[config.mk]
export PLATFORM = sky130hd
export DESIGN_NAME = clken_gen_multi
export DESIGN_NICKNAME = d
export VERILOG_FILES = /design/src/rtl/clken_gen_pkg.sv /design/src/rtl/clken_gen_chan.sv /design/src/rtl/clken_gen_multi.sv
export SDC_FILE = /design/constraint.sdc
export NUM_CORES = 1
export LEC_CHECK = 0
export CORE_UTILIZATION = 55
export CTS_BUF_LIST = sky130_fd_sc_hd__clkbuf_4 sky130_fd_sc_hd__clkbuf_8
export DETAILED_ROUTE_END_ITERATION = 7
export PLACE_DENSITY = 0.86
export SLEW_MARGIN = 20
export SYNTH_ARGS = -nofsm -noshare
export SYNTH_HDL_FRONTEND = slang
export SYNTH_SLANG_ARGS = --single-unit
[constraint.sdc]
create_clock -name clk_in -period 2.51 [get_ports clk_in]
set_input_delay 0.251 -clock clk_in [delete_from_list [all_inputs] [get_ports clk_in]]
set_output_delay 0.251 -clock clk_in [all_outputs]
set_load 0.05 [all_outputs]
[src/rtl/clken_gen_pkg.sv]
// clken_gen_pkg: shared constants, divisor type and sizing helper for the
// multi-channel clock-enable generator.
package clken_gen_pkg;

    localparam int unsigned DEF_NUM_CHANNELS    = 4;
    localparam int unsigned DEF_DIVISOR_WIDTH   = 16;
    localparam int unsigned DEF_CHAN_SEL_WIDTH  = 4;
    localparam int unsigned DEF_DEFAULT_DIVISOR = 0;
    localparam int unsigned MAX_NUM_CHANNELS    = 16;

    // Divisor / counter word at the default width.
    typedef logic [DEF_DIVISOR_WIDTH-1:0] div_t;

    // Minimum wr_chan width able to address num_channels channels (at least 1).
    function automatic int unsigned chan_sel_width(input int unsigned num_channels);
        int unsigned w;
        w = 1;
        for (int unsigned i = 1; i < 31; i++) begin
            if ((32'd1 << w) < num_channels) begin
                w = i + 1;
            end
        end
        return w;
    endfunction

endpackage

[src/rtl/clken_gen_chan.sv]
// clken_gen_chan: one channel of the clock-enable generator. Holds the period
// counter, the active divisor and its double-buffered shadow.
// Optional square-wave flop enabled by CLKEN_GEN_SQUARE_OUT_EN.
module clken_gen_chan
    import clken_gen_pkg::*;
#(
    parameter int unsigned DIVISOR_WIDTH   = DEF_DIVISOR_WIDTH,
    parameter int unsigned DEFAULT_DIVISOR = DEF_DEFAULT_DIVISOR
) (
    input  logic                     clk_in,
    input  logic                     rst_n,
    input  logic                     en,
    input  logic                     sync,
    input  logic                     wr,
    input  logic [DIVISOR_WIDTH-1:0] wr_divisor,
    output logic                     pending,
    output logic                     clken
`ifdef CLKEN_GEN_SQUARE_OUT_EN
    ,
    output logic                     sq
`endif
);

    localparam logic [DIVISOR_WIDTH-1:0] RST_DIV = DIVISOR_WIDTH'(DEFAULT_DIVISOR);
    localparam logic [DIVISOR_WIDTH-1:0] ONE     = DIVISOR_WIDTH'(1);

    logic [DIVISOR_WIDTH-1:0] cnt;
    logic [DIVISOR_WIDTH-1:0] cnt_nxt;
    logic [DIVISOR_WIDTH-1:0] div_active;
    logic [DIVISOR_WIDTH-1:0] div_nxt;
    logic [DIVISOR_WIDTH-1:0] shadow;
    logic [DIVISOR_WIDTH-1:0] shadow_nxt;
    logic                     pending_nxt;
    logic                     clken_nxt;
    logic                     tc;
    logic                     apply;

    // Terminal count; anything past the divisor also wraps (defensive).
    assign tc = (cnt >= div_active);

    // Next-state: sync overrides disable, which overrides normal counting.
    always_comb begin
        cnt_nxt     = cnt;
        div_nxt     = div_active;
        shadow_nxt  = shadow;
        pending_nxt = pending;
        clken_nxt   = 1'b0;
        apply       = 1'b0;

        if (sync || !en) begin
            cnt_nxt = '0;
            apply   = pending;
        end else if (tc) begin
            cnt_nxt   = '0;
            clken_nxt = 1'b1;
            apply     = pending;
        end else begin
            cnt_nxt = cnt + ONE;
        end

        // Only a shadow captured before this cycle may be applied now.
        if (apply) begin
            div_nxt     = shadow;
            pending_nxt = 1'b0;
        end

        // A write in this cycle always lands in the shadow and stays pending.
        if (wr) begin
            shadow_nxt  = wr_divisor;
            pending_nxt = 1'b1;
        end
    end

    // Channel state registers.
    always_ff @(posedge clk_in or negedge rst_n) begin
        if (!rst_n) begin
            cnt        <= '0;
            div_active <= RST_DIV;
            shadow     <= '0;
            pending    <= 1'b0;
            clken      <= 1'b0;
        end else begin
            cnt        <= cnt_nxt;
            div_active <= div_nxt;
            shadow     <= shadow_nxt;
            pending    <= pending_nxt;
            clken      <= clken_nxt;
        end
    end

`ifdef CLKEN_GEN_SQUARE_OUT_EN
    // Square output: toggles with every enable pulse, cleared by sync.
    always_ff @(posedge clk_in or negedge rst_n) begin
        if (!rst_n) begin
            sq <= 1'b0;
        end else if (sync) begin
            sq <= 1'b0;
        end else if (clken_nxt) begin
            sq <= ~sq;
        end
    end
`endif

endmodule

[src/rtl/clken_gen_multi.sv]
// clken_gen_multi: NUM_CHANNELS independent clock-enable pulse generators with
// double-buffered per-channel divisors, shared sync and a write decoder.
// Optional clk_sq_out port enabled by CLKEN_GEN_SQUARE_OUT_EN.
module clken_gen_multi
    import clken_gen_pkg::*;
#(
    parameter int unsigned NUM_CHANNELS    = DEF_NUM_CHANNELS,
    parameter int unsigned DIVISOR_WIDTH   = DEF_DIVISOR_WIDTH,
    parameter int unsigned CHAN_SEL_WIDTH  = DEF_CHAN_SEL_WIDTH,
    parameter int unsigned DEFAULT_DIVISOR = DEF_DEFAULT_DIVISOR
) (
    input  logic                      clk_in,
    input  logic                      rst_n,
    input  logic [NUM_CHANNELS-1:0]   chan_en,
    input  logic                      sync_in,
    input  logic                      wr_en,
    input  logic [CHAN_SEL_WIDTH-1:0] wr_chan,
    input  logic [DIVISOR_WIDTH-1:0]  wr_divisor,
    output logic                      wr_err,
    output logic [NUM_CHANNELS-1:0]   pending,
    output logic [NUM_CHANNELS-1:0]   clken_out
`ifdef CLKEN_GEN_SQUARE_OUT_EN
    ,
    output logic [NUM_CHANNELS-1:0]   clk_sq_out
`endif
);

    // Reject configurations whose select field cannot reach every channel.
    if ((NUM_CHANNELS < 1) || (NUM_CHANNELS > MAX_NUM_CHANNELS) ||
        (CHAN_SEL_WIDTH < chan_sel_width(NUM_CHANNELS))) begin : g_bad_cfg
        $error("clken_gen_multi: unsupported NUM_CHANNELS/CHAN_SEL_WIDTH");
    end

    logic wr_valid_c;

    // Write targets an existing channel.
    assign wr_valid_c = (32'(wr_chan) < NUM_CHANNELS);

    // Error strobe for writes to channels that do not exist.
    always_ff @(posedge clk_in or negedge rst_n) begin
        if (!rst_n) begin
            wr_err <= 1'b0;
        end else begin
            wr_err <= wr_en && !wr_valid_c;
        end
    end

    for (genvar i = 0; i < NUM_CHANNELS; i++) begin : g_chan
        logic wr_c;

        // Per-channel write strobe from the shared write port.
        assign wr_c = wr_en && (wr_chan == CHAN_SEL_WIDTH'(i));

        clken_gen_chan #(
            .DIVISOR_WIDTH  (DIVISOR_WIDTH),
            .DEFAULT_DIVISOR(DEFAULT_DIVISOR)
        ) u_chan (
            .clk_in    (clk_in),
            .rst_n     (rst_n),
            .en        (chan_en[i]),
            .sync      (sync_in),
            .wr        (wr_c),
            .wr_divisor(wr_divisor),
            .pending   (pending[i]),
            .clken     (clken_out[i])
`ifdef CLKEN_GEN_SQUARE_OUT_EN
            ,
            .sq        (clk_sq_out[i])
`endif
        );
    end

endmodule

==> reports/results.txt <==
status: finished clean
Max H-tree Level: 1
Cell Pwr Density: 783 nW/um2
First-pass DRT Iterations: 4
crit path time final: 2.40 ns
GR Util met1: 28.6%
RSZ-0062 raised after global routing: no
Max Cap Violations: 0
Routed WL: 19,200 um
CTS tree: yes
GR Util met3: 3.97%
Post-Synthesis Cells: 836
die extent in x: 135 um
post-synthesis async set-or-reset flop share: 100%
layout cell share with drive strength beyond 1: 22.1%
Clk Latency, worst-skew pair: 0.57 ns
Max Clock Freq: 417 MHz
largest cells by area after synthesis: dfrtp_1, mux2_2, ha_1, mux2_4, xor2_1
unique cell type count in the Yosys netlist: 46
drc violations: 0
ant diodes: 0
CP Capture Type: flip-flop
met2 Use GR: 37.0%
total setup buffers inserted after CTS: 0
Synth top area share: 51.4%
reg2reg path depth: 9
critical setup path kind: flip-flop to flip-flop
mapped cell area: 9780 um2
total negative slack: 0 ns
I/O pins: 37
dpl ws: 0.0917 ns
core area: 17,400 um2
post-synthesis sequential area ratio: 51.4%
Avg Cell Area, Syn: 11.7 um2
Nets: 1,003
initial antenna violation count: 0
CTS clk-pin slew, worst paths: 0.06 ns
Critical Path RT: 2.94 ns
placed wire-length estimate: 13,300 um
Remaining Overflow, GRT: 0
drt initial violations: 330
Clock Path Buffers: 3
die footprint: 18,300 um2
area leader, netlist: dfrtp_1
vias: 6,276
number of flops mapped to enable cells by yosys: 0
Synth-to-Final Area Change: 14.5%
Slew headroom: 63.9%
most common library cells after synthesis: dfrtp_1, mux2_2, inv_1, ha_1, nor2_1
Root Buffer: clkbuf_8
most common cell in the netlist: dfrtp_1
most crowded layer after global routing: met2
FP Rows: 48
Peak VDD IR: 0.557 mV
IO buf count: 36
CP arrival: 2.83 ns
P_leak: 5.25 nW
Die H: 135 um
Hold Crit Class: primary input to asynchronous set/reset pin
Ys Warns: 0
endpoints failing hold: 0
Final setup viols: 0
fin crit share: 95.6%
clock skew: 0.0264 ns
top_reg_cell synth: dfrtp_1
Sink Count: 201
Vias/cell: 5.44
fillers: 1,266
vias in the first global route: 6,573
Final ANT Viol Nets: 0
Yosys reg bits: 201
Slew @ Worst Pin: 0.537 ns
Total GRT Usage: 21.9%
Setup crit start kind: flip-flop
Num CTS Buffers: 31
post-route setup slack: 0.112 ns
largest net degree at the start of global routing: 65
Final Wtd Congestion: 0.802
Synth Net Count: 932
worst reg-to-reg setup slack: 0.11 ns
initial core utilization: 56.4%
Routed wire per std cell: 16.6 um
first-pass GRT wire length: 31,600 um
fin. max-slew vios: 0
crit-path max FO: 8
cells in the final DEF, fill, tap and decap left out, types with 25 or more instances in the layout:
master,instances
xor2_1,33
nand2_1,50
nor2_1,68
clkbuf_8,39
nand3_1,25
ha_1,68
mux2_2,92
clkdlybuf4s50_1,35
dfrtp_1,201
inv_1,75
repair_timing:
action	CTS	global route
hold buffers	1	0
endpoints found under the hold margin	59	0
endpoints found under the setup margin	0	37
gates resized for setup	0	3
critical path, cell delays in order (launching register included):
cell and delay (ns):
dfrtp_1 0.38, inv_1 0.06, ha_1 0.28, nor2b_1 0.05
o21ai_1 0.14, a41oi_1 0.15, or4_4 0.47, a41oi_4 0.22
clkbuf_16 0.22, mux2_4 0.29
flip-flops by register name, summed over array words and instances, names as in the netlist:
register and cells:
g_chan.u_chan.clken 4, wr_err 1, g_chan.u_chan.shadow 64, g_chan.u_chan.pending 4, g_chan.u_chan.cnt 64, g_chan.u_chan.div_active 64
routing by layer:
layer,wire length [um],vias to the layer above
li1,-,3002
met1,8350,3105
met2,9410,135
met3,991,34
met4,438,0
met5,0,-
worst paths after layout:
path                                         startpoint                               to
worst max register to register  g_chan[0].u_chan.cnt[0]  g_chan[0].u_chan.div_active[13]
worst max-delay path            g_chan[0].u_chan.cnt[0]  g_chan[0].u_chan.div_active[13]
min in group clk_in                          chan_en[2]           g_chan[2].u_chan.clken
worst min-delay path                              rst_n         g_chan[1].u_chan.cnt[12]
worst min register to register  g_chan[0].u_chan.cnt[0]          g_chan[0].u_chan.cnt[0]
max in group asynchronous                         rst_n          g_chan[1].u_chan.cnt[4]
power by group:
part / total, mW / internal, mW / switching [mW]
clock network: 2.79 / 1.56 / 1.22
registers: 4.21 / 3.87 / 0.341
logic: 1.77 / 0.900 / 0.872
total: 8.77 / 6.33 / 2.44
layout make-up:
type,count,area (um2),area share [%]
clock buffers,52,628,5.61
repair buffers,64,666,5.94
multi-input cells,534,4300,38.4
clock inverters,3,15.0,0.134
inverters,75,282,2.51
flip-flops and latches,201,5030,44.9
well taps,225,282,2.51
cells by family after synthesis:
| kind of cell | share of synthesized area (%) |
|---|---|
| mux | 13.8 |
| fa+ha+maj | 8.70 |
| simple gates | 11.5 |
| xor+xnor | 5.01 |
| flops | 51.4 |
| compound gates | 4.96 |
| buf+inv | 4.66 |
through the flow:
step | utilization [%] | total power, mW | hold WS [ns] | instance area [um2] | cells
2_1_floorplan | - | 5.44 | -0.0446 | 9780 | 836
3_3_place_gp | 60.4 | 5.85 | 0.267 | 10500 | 1096
3_5_place_dp | 60.4 | 6.00 | 0.267 | 10500 | 1096
4_1_cts | 64.2 | 8.83 | 0.240 | 11100 | 1152
5_1_grt | 64.5 | 9.28 | 0.256 | 11200 | 1154
6_report | 64.5 | 8.77 | 0.238 | 11200 | 1154
Power figures use the tool's default switching activity.
